<file path="src/rtl/clk_en_pkg.sv">
// Shared constants, divisor type and effective-divisor helper for the clk_en_gen clock-enable generator.
package clk_en_pkg;

   localparam int NUM_CH_DEFAULT = 4;
   localparam int DIV_W_DEFAULT  = 24;

   typedef logic [DIV_W_DEFAULT-1:0] div_t;

   // A divisor of 0 behaves like 1: a tick on every enabled cycle.
   function automatic div_t eff_div(input div_t d);
      return (d == '0) ? div_t'(1) : d;
   endfunction

endpackage

</file>
<file path="src/rtl/clk_en_channel.sv">
// One divider channel: counter, programmable divisor, registered tick pulse and 50% square output.
module clk_en_channel
   import clk_en_pkg::*;
#(
   parameter int DIV_W       = DIV_W_DEFAULT,
   parameter int DEFAULT_DIV = 100000
) (
   input  logic             clock,
   input  logic             reset,
   input  logic             enable,
   input  logic             clr,
   input  logic             load,
   input  logic [DIV_W-1:0] load_div,
   output logic             tick,
   output logic             square
);

   logic [DIV_W-1:0] count_reg;
   logic [DIV_W-1:0] div_reg;
   logic [DIV_W-1:0] neff_m1;
   logic             tick_reg;
   logic             square_reg;
   logic             terminal;

   // DIV_W is expected not to exceed DIV_W_DEFAULT, the width of the helper type.
   assign neff_m1  = DIV_W'(eff_div(div_t'(div_reg)) - div_t'(1));
   assign terminal = (count_reg == neff_m1);

   always_ff @(posedge clock) begin
      if (reset) begin
         count_reg  <= '0;
         div_reg    <= DIV_W'(DEFAULT_DIV);
         tick_reg   <= 1'b0;
         square_reg <= 1'b0;
      end else begin
         if (load) begin
            div_reg <= load_div;
         end
         // Phase clear beats a divisor load, which beats the terminal count.
         if (clr) begin
            count_reg  <= '0;
            tick_reg   <= 1'b0;
            square_reg <= 1'b0;
         end else if (load) begin
            count_reg <= '0;
            tick_reg  <= 1'b0;
         end else if (enable) begin
            if (terminal) begin
               count_reg  <= '0;
               tick_reg   <= 1'b1;
               square_reg <= ~square_reg;
            end else begin
               count_reg <= count_reg + 1'b1;
               tick_reg  <= 1'b0;
            end
         end else begin
            tick_reg <= 1'b0;
         end
      end
   end

   assign tick   = tick_reg;
   assign square = square_reg;

endmodule

</file>
<file path="src/rtl/clk_en_gen.sv">
// Multi-channel synchronous clock-enable generator with a valid/ready divisor-update port.
// Optional phase-align input sync_clr is present when CLK_EN_GEN_SYNC_CLR_EN is defined.
module clk_en_gen
   import clk_en_pkg::*;
#(
   parameter  int NUM_CH      = NUM_CH_DEFAULT,
   parameter  int DIV_W       = DIV_W_DEFAULT,
   parameter  int DEFAULT_DIV = 100000,
   localparam int CH_W        = (NUM_CH > 1) ? $clog2(NUM_CH) : 1
) (
   input  logic              clock,
   input  logic              reset,
   input  logic              enable,
`ifdef CLK_EN_GEN_SYNC_CLR_EN
   input  logic              sync_clr,
`endif
   input  logic              cfg_valid,
   output logic              cfg_ready,
   input  logic [CH_W-1:0]   cfg_ch,
   input  logic [DIV_W-1:0]  cfg_div,
   output logic              cfg_err,
   output logic [NUM_CH-1:0] tick,
   output logic [NUM_CH-1:0] square
);

   logic              accept;
   logic              ch_in_range;
   logic              clr;
   logic              cfg_ready_reg;
   logic              cfg_err_reg;
   logic [NUM_CH-1:0] load_vec;

`ifdef CLK_EN_GEN_SYNC_CLR_EN
   assign clr = sync_clr;
`else
   assign clr = 1'b0;
`endif

   assign accept      = cfg_valid & cfg_ready_reg;
   assign ch_in_range = ({1'b0, cfg_ch} < (CH_W+1)'(NUM_CH));

   // Ready drops for one cycle after every accepted update, capping the rate at one per two cycles.
   always_ff @(posedge clock) begin
      if (reset) begin
         cfg_ready_reg <= 1'b0;
         cfg_err_reg   <= 1'b0;
      end else begin
         cfg_ready_reg <= ~accept;
         if (accept && !ch_in_range) begin
            cfg_err_reg <= 1'b1;
         end
      end
   end

   assign cfg_ready = cfg_ready_reg;
   assign cfg_err   = cfg_err_reg;

   generate
      for (genvar gi = 0; gi < NUM_CH; gi++) begin : g_ch
         assign load_vec[gi] = accept && (cfg_ch == CH_W'(gi));

         clk_en_channel #(
            .DIV_W       (DIV_W),
            .DEFAULT_DIV (DEFAULT_DIV)
         ) u_channel (
            .clock    (clock),
            .reset    (reset),
            .enable   (enable),
            .clr      (clr),
            .load     (load_vec[gi]),
            .load_div (cfg_div),
            .tick     (tick[gi]),
            .square   (square[gi])
         );
      end
   endgenerate

endmodule

</file>
<file path="config.mk">
export PLATFORM = sky130hd
export DESIGN_NAME = clk_en_gen
export DESIGN_NICKNAME = d
export VERILOG_FILES = /design/src/rtl/clk_en_pkg.sv /design/src/rtl/clk_en_channel.sv /design/src/rtl/clk_en_gen.sv
export SDC_FILE = /design/constraint.sdc
export NUM_CORES = 1
export LEC_CHECK = 0
export CAP_MARGIN = 20
export CORE_ASPECT_RATIO = 1.4
export CORE_MARGIN = 2
export CORE_UTILIZATION = 53
export CTS_BUF_LIST = sky130_fd_sc_hd__clkbuf_4 sky130_fd_sc_hd__clkbuf_8
export DETAILED_ROUTE_END_ITERATION = 8
export PLACE_DENSITY = 0.72
export REMOVE_ABC_BUFFERS = 1
export SLEW_MARGIN = 20
export SYNTH_ARGS = -nofsm -noshare
export SYNTH_HDL_FRONTEND = slang
export SYNTH_SLANG_ARGS = --single-unit
</file>
<file path="constraint.sdc">
create_clock -name clock -period 3.6 [get_ports clock]
set_input_delay 0.72 -clock clock [delete_from_list [all_inputs] [get_ports clock]]
set_output_delay 0.72 -clock clock [all_outputs]
set_load 0.03 [all_outputs]
</file>
==> results by group, run 1 <==
Worst setup path
  • CP arrival: 4.05 ns
  • WS Path Type: flip-flop to flip-flop
  • R2R Path End: g_ch[2].u_channel.square
  • Worst reg-to-reg path cell count: 14
  • Crit-path max FO: 6
  • CP endpoint kind: flip-flop
  • Reg-to-reg setup timing slack: -0.03 ns
  • CP delay by family, top: simple AND/OR/NAND/NOR gates
  • Crit start category: flip-flop
  • Worst path cell trace: nor4_4 -> and3_1 -> a31oi_1 -> ha_2 -> or4b_1 -> buf_4 -> nor2_1 -> nand4_1 -> a21oi_1 -> and4_1 -> nand4_1 -> buf_4 -> a2111oi_4 -> mux2_1
  • CP max stage cell: or4b_1
  • CP max stage delay: 0.48 ns
  • Worst Path Required: 4.01 ns
  • Buf+Inv Stages, Crit Path: 2
  • Worst r2r src: g_ch[2].u_channel.div_reg[15]

Clocking
  • CTS tree: yes
  • CTS buffer count: 34
  • # hold bufs at CTS: 0
  • Clk sinks: 201
  • H-tree levels: 2
  • Root Buffer: clkbuf_8
  • Clock buffer depth: 3
  • Clock transition at path regs: 0.06 ns
  • Later-pin clock latency in the skew report: 0.53 ns

Yosys
  • Synthesized area per cell: 7.72 sq um
  • Synth Area in Simple Gates: 33.0%
  • Synth Area in Compound Gates: 12.7%
  • Mux cell area share after synthesis: 1.20%
  • Count of different cell masters after synthesis: 88
  • Synth Register Bits: 201
  • Area leader, netlist: dfxtp_1
  • FFs w/ async S/R, synth: 0%
  • Top post-synthesis cells by area: dfxtp_1 33%, nand2_1 9.0%, xnor2_1 7.8%
  • Post-synth EDFFs: 0
  • Post-synthesis sequential area ratio: 33.5%
  • Synth top area share: 33.5%
  • Mapped cell area: 12000 sq um
  • Main combinational cell family by area after synthesis: simple AND/OR/NAND/NOR gates
  • Ys flop type: dfxtp_1
  • Yosys warnings: 0
  • Synth Area in XOR/XNOR: 14.5%
  • Cells after Synth: 1557
  • Top cells by count, synth: 288 x nand2_1, 201 x dfxtp_1, 134 x nor3_1
  • Most frequent cell after synthesis: nand2_1
  • Synth Area in Adders: 0.832%

STA
  • Fmax achieved: 275 MHz
  • RSZ-0062 raised after global routing: true
  • Final setup viols: 7
  • Max-slew headroom: 41.5%
  • Fin crit share: 101%
  • Setup slack after layout: -0.0331 ns
  • Pins Over Slew Limit: 0
  • Final hold vios: 0
  • Slew @ Worst Pin: 0.877 ns
  • Clk_skew: 0.0117 ns
  • Worst hold slack: 0.481 ns
  • Fin crit period: 3.63 ns

Placed design
  • HPWL Detailed: 25.3 mm
  • Dpl cells: 1935
  • Area after DPL: 13400 sq um
  • Port Buffers: 38
  • RD Place Congestion: 0.937

Detailed routing
  • Drt initial violations: 848
  • DRC: 0
  • Drt first pass iters: 5
  • Antenna Violating Nets Remaining: 0
  • Vias/cell: 5.88
  • Final wirelength: 34.5 mm
  • DR WL/cell: 17.3 microns
  • Via count: 11700

Cells and area
  • Final #Nets: 1711
  • Layout Utilization: 63.6%
  • Fill cells: 2096
  • N_diodes: 0
  • Fraction of layout cells with a size suffix above 1: 14.2%
  • Final Instance Area: 14300 sq um
  • Non-Filler Instances: 1994
  • Area grow syn2layout: 18.6%

Floorplan
  • I/O pin cnt: 40
  • Initial core utilization: 53.6%
  • Total Die Area: 23900 sq um
  • Die Ht: 182 microns
  • Site Rows: 65
  • Die width: 131 microns
  • Core footprint: 22400 sq um

Global route
  • Overall Global Routing Usage: 28.0%
  • GRT overflow: 0
  • Initial antenna violation count: 1
  • First-pass GRT wire length: 55.4 mm
  • Vias in the first global route: 11200
  • Largest net degree at the start of global routing: 79

Worst hold path
  • Worst Hold Class: flip-flop to flip-flop
  • Cells on Worst Hold Path: 2
  • Hold path endpoint: g_ch[3].u_channel.square
  • Hold_sp: g_ch[3].u_channel.square

Pwr
  • Worst IR Drop VDD: 0.210 mV
  • Leak: 5.14 nW
  • Pwr dens: 345 nW/um^2
  • Design Power: 4.92 mW

Status
  • Outcome: complete, but fails checks
  • Failing checks: setup timing

Job
  • Maxcap violations: 0
==> cell type report <==
type	count	area [sq um]	share of cell area, %
sequential	201	4020	28.2
tap	301	377	2.64
multi-input combinational	1244	7630	53.5
clock inverter	5	50.0	0.351
clock buffer	51	664	4.66
inverter	22	82.6	0.579
timing repair buffer	170	1440	10.1
==> metal layers <==
layer	part of all wire (%)	vias to the layer above	GRT usage [%]
li1	-	5741	-
met1	41	5527	33.4
met2	49	351	49.3
met3	4.5	111	3.58
met4	5.4	0	14.8
met5	0	-	0
==> worst register-to-register path, stage by stage (launching register included) <==
cell	delay (ns)
dfxtp_1	0.39
nor4_4	0.07
and3_1	0.21
a31oi_1	0.20
ha_2	0.27
or4b_1	0.48
buf_4	0.16
nor2_1	0.12
nand4_1	0.11
a21oi_1	0.30
and4_1	0.23
nand4_1	0.15
buf_4	0.19
a2111oi_4	0.31
mux2_1	0.34
==> cells in the final DEF, fill, tap and decap left out, types with 5 or more instances in the layout <==
master / n
nand3b_1: 9
a211oi_1: 6
clkbuf_4: 6
o22ai_1: 5
or4_1: 10
nand3_1: 68
nor2_1: 86
o211ai_1: 16
o21ai_0: 25
o211a_1: 5
nor4_4: 5
a21oi_1: 100
or3_1: 11
a31oi_1: 17
nand2_1: 288
buf_4: 126
ha_1: 7
nor2b_1: 13
and4_1: 11
inv_1: 21
and3_1: 31
nand2b_1: 10
mux2i_1: 11
nor3b_1: 5
nor3_2: 9
o31ai_1: 11
nor4_1: 20
nor3_1: 131
xor2_1: 87
xnor2_1: 107
clkbuf_8: 45
nand4_1: 38
dfxtp_1: 201
clkdlybuf4s50_1: 37
==> what timing repair did <==
item / in CTS / in global routing
resized for setup: 2 / 21
hold endpoints to repair: 0 / 0
pin swaps: 0 / 8
gates cloned: 0 / 2
buffers inserted: 0 / 1
endpoints found under the setup margin: 3 / 78
==> how the worst max path moves through the flow <==
stage	slack, ns	depth (start not counted)	startpoint	to
after floorplan	-0.34	13	g_ch[3].u_channel.div_reg[8]	g_ch[3].u_channel.count_reg[0]
after global placement	0.03	13	g_ch[0].u_channel.div_reg[4]	g_ch[0].u_channel.square
after detailed placement	-0.05	13	g_ch[0].u_channel.div_reg[4]	g_ch[0].u_channel.square
after CTS	0.0006	12	g_ch[2].u_channel.div_reg[10]	g_ch[2].u_channel.square
after global routing	-0.18	13	g_ch[2].u_channel.div_reg[10]	g_ch[2].u_channel.square
final	-0.03	14	g_ch[2].u_channel.div_reg[15]	g_ch[2].u_channel.square
==> cell families after synthesis <==
kind of cell,Yosys count
AND/OR/NAND/NOR,788
AO/OA/AOI/OAI,237
flip-flops,201
XOR/XNOR,196
buffers and inverters,112
multiplexers,14
adder cells (fa/ha/maj),8
other,1
==> through the flow <==
stage	TNS [ns]	worst slack [ns]
6_report	-0.0946	-0.0331
5_1_grt	-3.92	-0.181
4_1_cts	0	0.000596
3_5_place_dp	-0.0540	-0.0540
3_3_place_gp	0	0.0254
2_1_floorplan	-13.83	-0.341
==> report_power, final <==
group	internal (mW)	switching (mW)	leakage, nW
Clock	1.24	0.929	0.381
Sequential	2.26	0.0417	1.62
Combinational	0.179	0.268	3.13
No activity file was read; power rests on OpenSTA's default activity.
==> run 2, diff against run 1 <==
--- a/config.mk
+++ b/config.mk
@@ -5,9 +5,10 @@
 export SDC_FILE = /design/constraint.sdc
 export NUM_CORES = 1
 export LEC_CHECK = 0
+export ABC_AREA = 1
 export CAP_MARGIN = 20
 export CORE_ASPECT_RATIO = 1.4
-export CORE_MARGIN = 2
+export CORE_MARGIN = 8
 export CORE_UTILIZATION = 53
 export CTS_BUF_LIST = sky130_fd_sc_hd__clkbuf_4 sky130_fd_sc_hd__clkbuf_8
 export DETAILED_ROUTE_END_ITERATION = 8
==> run 2 against run 1 <==
The run now ends clean; first-iteration DRC count fell by 7.1%; worst hold slack lost 0.0069 ns; sequential power is essentially flat; critical endpoint is now g_ch[1].u_channel.count_reg[18]; highest routed layer unchanged.
==> results by group, run 2 <==
Yosys
  • Synth top area share: 29.7%
  • Top post-synthesis cells by area: dfxtp_1 30%, nand2_1 12%, nor2_1 10%
  • Top cells by count, synth: 418 x nand2_1, 375 x nor2_1, 223 x inv_1
  • Synthesized area per cell: 6.50 sq um
  • Most frequent cell after synthesis: nand2_1
  • Post-synthesis sequential area ratio: 29.7%
  • Area leader, netlist: dfxtp_1
  • FFs w/ async S/R, synth: 0%
  • Cells after Synth: 2082
  • Post-synth EDFFs: 0
  • Yosys warnings: 0
  • Ys flop type: dfxtp_1
  • Count of different cell masters after synthesis: 50
  • Synth Register Bits: 201
  • Mapped cell area: 13500 sq um

Cells and area
  • Layout Utilization: 59.8%
  • Final Instance Area: 15100 sq um
  • N_diodes: 0
  • Most common cell after layout, fill and taps aside: nand2_1
  • Most frequent cells in the layout: 418 x nand2_1, 375 x nor2_1, 223 x inv_1, 201 x dfxtp_1, 154 x nand3_1
  • Final #Nets: 2164
  • Area grow syn2layout: 11.4%
  • Fraction of layout cells with a size suffix above 1: 9.16%

Worst setup path
  • Crit start category: flip-flop
  • WS Path Type: flip-flop to flip-flop
  • Worst r2r src: g_ch[1].u_channel.div_reg[16]
  • CP endpoint kind: flip-flop
  • R2R Path End: g_ch[1].u_channel.count_reg[18]
  • Reg-to-reg setup timing slack: 0.37 ns
  • Worst Path Required: 4.05 ns
  • CP arrival: 3.68 ns
  • Crit-path max FO: 16
  • Worst reg-to-reg path cell count: 17

Placed design
  • Port Buffers: 38
  • Area after DPL: 14200 sq um
  • RD Place Congestion: 1.02
  • HPWL Detailed: 30.4 mm

Floorplan
  • Die width: 151 microns
  • Site Rows: 69
  • Total Die Area: 31000 sq um
  • Die Ht: 205 microns
  • Core footprint: 25200 sq um
  • I/O pin cnt: 40
  • Initial core utilization: 53.7%

Pwr
  • Pwr dens: 359 nW/um^2
  • Leak: 6.17 nW
  • Worst IR Drop VDD: 0.313 mV

Global route
  • First-pass GRT wire length: 63.2 mm
  • Largest net degree at the start of global routing: 60
  • GRT overflow: 0
  • Vias in the first global route: 12700
  • Initial antenna violation count: 0
  • Overall Global Routing Usage: 25.7%

Detailed routing
  • Vias/cell: 5.33
  • Antenna Violating Nets Remaining: 0
  • Drt first pass iters: 7
  • DRC: 0
  • DR WL/cell: 15.8 microns
  • Final wirelength: 39.1 mm
  • Via count: 13200
  • Drt initial violations: 788

Status
  • Outcome: completed

Clocking
  • Clk sinks: 201
  • Root Buffer: clkbuf_8
  • H-tree levels: 2
  • Later-pin clock latency in the skew report: 0.56 ns
  • Resize count post-CTS: 0
  • CTS buffer count: 34
  • Post-CTS setup buffers: 0
  • CTS tree: yes
  • Clock buffer depth: 3
  • # hold bufs at CTS: 0
  • Clock transition at path regs: 0.07 ns

STA
  • Final hold vios: 0
  • RSZ-0062 raised after global routing: false
  • Slew @ Worst Pin: 0.893 ns
  • Final setup viols: 0
  • Max-slew headroom: 40.4%
  • Setup_tns: 0 ns
  • Pins Over Slew Limit: 0
  • Fin crit period: 3.23 ns
  • Clk_skew: 0.0264 ns
  • Fin crit share: 89.8%
  • Fmax achieved: 309 MHz

Worst hold path
  • Hold path endpoint: g_ch[0].u_channel.square
  • Worst Hold Class: flip-flop to flip-flop
  • Cells on Worst Hold Path: 2
  • Hold_sp: g_ch[0].u_channel.square

Job
  • Maxcap violations: 0
[run 2: critical path, cell delays in order (launching register included)]
cell and delay, ns:
dfxtp_1 0.35, nor2_1 0.17, nand2_1 0.13, nor2_1 0.30, nand3_2 0.12, nand2_1 0.12
inv_1 0.08, ha_1 0.24, nand2_1 0.18, nor2_2 0.11, nand2_1 0.08, xor2_1 0.32
nand4_1 0.24, nor2_1 0.15, nand4_1 0.10, nand2_2 0.20, buf_12 0.17, nor2_1 0.04
[run 2: routing by layer]
layer / up-vias / routed length (microns) / GRT usage [%]
li1: 6758 / - / -
met1: 5944 / 16000 / 29.1
met2: 329 / 18900 / 44.1
met3: 130 / 1520 / 3.07
met4: 0 / 2650 / 17.3
met5: - / 0 / 0
[run 2: cells by family after synthesis]
family | share of synthesized area (%)
other | 0.0277
adder cells (fa/ha/maj) | 0.740
XOR/XNOR | 12.6
AO/OA/AOI/OAI | 8.13
flip-flops | 29.7
buffers and inverters | 8.78
AND/OR/NAND/NOR | 39.9
[run 2: how the worst max path moves through the flow]
stage,start,end
floorplan,cfg_valid,g_ch[2].u_channel.div_reg[0]
global placement,g_ch[2].u_channel.div_reg[1],g_ch[2].u_channel.count_reg[3]
detailed placement,enable,g_ch[3].u_channel.count_reg[20]
CTS,g_ch[2].u_channel.div_reg[1],g_ch[2].u_channel.count_reg[23]
global route,g_ch[2].u_channel.div_reg[1],g_ch[2].u_channel.count_reg[4]
finish,g_ch[1].u_channel.div_reg[16],g_ch[1].u_channel.count_reg[18]
[run 2: area by class of cell]
class,instances,area [sq um]
clock inverters,12,190
well taps,319,399
multi-input cells,1592,8340
clock buffers,49,637
flip-flops and latches,201,4020
inverters,232,871
repair buffers,65,608
fillers,2490,10100
[run 2: stage by stage]
| stage | setup WS (ns) | instances | total power [mW] | hold slack (ns) |
|---|---|---|---|---|
| after floorplan | 0.739 | 2025 | 2.73 | 0.454 |
| after global placement | 0.429 | 2409 | 2.94 | 0.463 |
| after detailed placement | 0.376 | 2409 | 2.95 | 0.472 |
| after CTS | 0.361 | 2470 | 5.47 | 0.482 |
| after global routing | 0.000273 | 2470 | 5.65 | 0.510 |
| final | 0.368 | 2470 | 5.41 | 0.475 |
[run 2: report_power, final]
group          internal [mW]  switching [mW]
Combinational          0.207           0.379
Sequential              2.27          0.0552
Clock                   1.50           0.999
Total                   3.98            1.43
==> run 3, diff against run 2 <==
--- a/config.mk
+++ b/config.mk
@@ -14,6 +14,7 @@
 export DETAILED_ROUTE_END_ITERATION = 8
 export PLACE_DENSITY = 0.72
 export REMOVE_ABC_BUFFERS = 1
+export SETUP_SLACK_MARGIN = 0.2
 export SLEW_MARGIN = 20
 export SYNTH_ARGS = -nofsm -noshare
 export SYNTH_HDL_FRONTEND = slang
==> run 3 against run 2 <==
Design area grew 0.82%; largest cell class unchanged; critical path depth is 2 higher; clock skew rose by 0.0010 ns; largest power group unchanged; global-route usage unchanged; flip-flop and latch count did not move; register-to-register slack improved by 0.03 ns; first-iteration DRC count grew 1.6%; sequential power about the same; highest routed layer unchanged; wire length up 1.0%.
==> results by group, run 3 (same netlist as run 2, synthesis figures left out) <==
Job
  • Maxcap violations: 0

Global route
  • GRT overflow: 0
  • First-pass GRT wire length: 63.2 mm
  • Largest net degree at the start of global routing: 60
  • Initial antenna violation count: 0
  • Overall Global Routing Usage: 25.7%
  • Vias in the first global route: 12700

Clocking
  • Clock transition at path regs: 0.06 ns
  • # hold bufs at CTS: 0
  • Later-pin clock latency in the skew report: 0.56 ns
  • CTS tree: yes
  • Clock buffer depth: 3
  • Clk sinks: 201
  • H-tree levels: 2
  • Root Buffer: clkbuf_8
  • CTS buffer count: 34

Detailed routing
  • DRC: 0
  • Via count: 13300
  • Drt initial violations: 801
  • Drt first pass iters: 6
  • Vias/cell: 5.36
  • DR WL/cell: 15.9 microns
  • Antenna Violating Nets Remaining: 0
  • Final wirelength: 39.5 mm

Worst setup path
  • CP endpoint kind: flip-flop
  • Crit-path max FO: 16
  • Worst Path Required: 4.03 ns
  • CP arrival: 3.62 ns
  • Crit start category: flip-flop
  • WS Path Type: flip-flop to flip-flop

Pwr
  • Pwr dens: 357 nW/um^2
  • Clk pwr share: 46.2%
  • Worst IR Drop VDD: 0.313 mV
  • Leak: 6.20 nW
  • Comb power frac: 10.9%
  • Sw frac: 26.6%
  • NetSw: 1.44 mW
  • P_int: 3.98 mW
  • Design Power: 5.42 mW
  • Seq pwr share: 42.9%

STA
  • Fmax achieved: 313 MHz
  • Max-slew headroom: 39.9%
  • RSZ-0062 raised after global routing: false
  • Setup_tns: 0 ns
  • Fin crit period: 3.20 ns
  • Clk_skew: 0.0274 ns
  • Fin crit share: 88.8%
  • Pins Over Slew Limit: 0
  • Final setup viols: 0
  • Final hold vios: 0
  • Slew @ Worst Pin: 0.901 ns

Placed design
  • RD Place Congestion: 1.02
  • HPWL Detailed: 30.4 mm
  • Port Buffers: 38

Floorplan
  • Site Rows: 69
  • Die Ht: 205 microns
  • Die width: 151 microns
  • I/O pin cnt: 40
  • Core footprint: 25200 sq um
  • Initial core utilization: 53.7%
  • Total Die Area: 31000 sq um

Cells and area
  • Footprint of the multi-input gates: 8420 sq um
  • Area grow syn2layout: 12.3%
  • Most frequent cells in the layout: 418 x nand2_1, 371 x nor2_1, 223 x inv_1, 196 x dfxtp_1, 153 x nand3_1
  • Most common cell after layout, fill and taps aside: nand2_1
  • Final #Nets: 2171
  • Fraction of layout cells with a size suffix above 1: 10.0%
  • N_diodes: 0
  • Flip-flop and latch area: 4030 sq um
  • Layout Utilization: 60.3%
  • Fill cells: 2476

Status
  • Outcome: completed

Worst hold path
  • Worst Hold Class: flip-flop to flip-flop
==> run 3: changes by cell type in the layout (fill, tap and decap cells not counted), moves of 2 or more <==
cell / previous run / this run
xor2_1: 129 / 127
nand3_2: 8 / 10
nor2_1: 375 / 371
xor2_2: 2 / 4
dfxtp_1: 201 / 196
nor2_4: 4 / 8
buf_4: 25 / 30
dfxtp_2: 0 / 5
==> run 3: power groups by stage <==
stage	registers (mW)	logic, mW	clock network (mW)
after floorplan	2.36	0.376	0
after global placement	2.37	0.573	0
after global routing	2.33	0.656	2.67
after detailed placement	2.37	0.579	0
after CTS	2.32	0.583	2.56
final	2.33	0.593	2.51
==> run 3: worst paths after layout <==
path              slack, ns  depth (start not counted)                               to                     startpoint
hold / removal         0.47                          2         g_ch[0].u_channel.square       g_ch[0].u_channel.square
setup reg to reg       0.40                         19  g_ch[0].u_channel.count_reg[23]  g_ch[0].u_channel.div_reg[17]
setup / recovery       0.40                         19  g_ch[0].u_channel.count_reg[23]  g_ch[0].u_channel.div_reg[17]
hold reg to reg        0.47                          2         g_ch[0].u_channel.square       g_ch[0].u_channel.square
==> run 3: routing by layer <==
layer / vias to the layer above / GRT usage (%) / part of all wire [%]
li1: 6780 / - / -
met1: 5990 / 29.1 / 41
met2: 366 / 44.1 / 48
met3: 152 / 3.07 / 4.0
met4: 0 / 17.3 / 7.0
met5: - / 0 / 0
==> run 3: stage by stage <==
step / area (sq um) / instances / setup WS (ns) / hold WS, ns
2_1_floorplan: 13200 / 2025 / 0.739 / 0.454
3_3_place_gp: 14200 / 2409 / 0.429 / 0.463
3_5_place_dp: 14200 / 2409 / 0.376 / 0.472
4_1_cts: 15100 / 2470 / 0.361 / 0.482
5_1_grt: 15200 / 2477 / 0.208 / 0.510
6_report: 15200 / 2477 / 0.403 / 0.475
==> run 3: critical path: stages, from the launching register on <==
cell	delay (ns)
dfxtp_1	0.42
nor2_1	0.09
nand2_1	0.14
nor2_1	0.11
nand3_4	0.11
nand2_2	0.06
inv_2	0.11
ha_1	0.25
nand3_1	0.19
nor3_2	0.23
nand3_1	0.19
xor2_1	0.21
nand2_1	0.11
nand3_1	0.08
nor2_1	0.09
nand3b_1	0.10
nor2_2	0.13
nand3_4	0.14
nand2_4	0.26
nor2_1	0.07
==> run 3: layout make-up <==
| cell class | instances | share of cell area, % |
|---|---|---|
| Clock buffer | 49 | 4.19 |
| Clock inverter | 12 | 1.25 |
| Inverter | 232 | 5.73 |
| Multi-Input combinational cell | 1594 | 55.4 |
| Sequential cell | 201 | 26.5 |
| Tap cell | 319 | 2.63 |
| Timing Repair Buffer | 70 | 4.25 |
==> run 3: timing repair <==
item                                    in CTS  in global routing
endpoints found under the setup margin       0                 40
gates resized for setup                      0                 18
setup buffers                                0                  5
endpoints found under the hold margin        0                  0
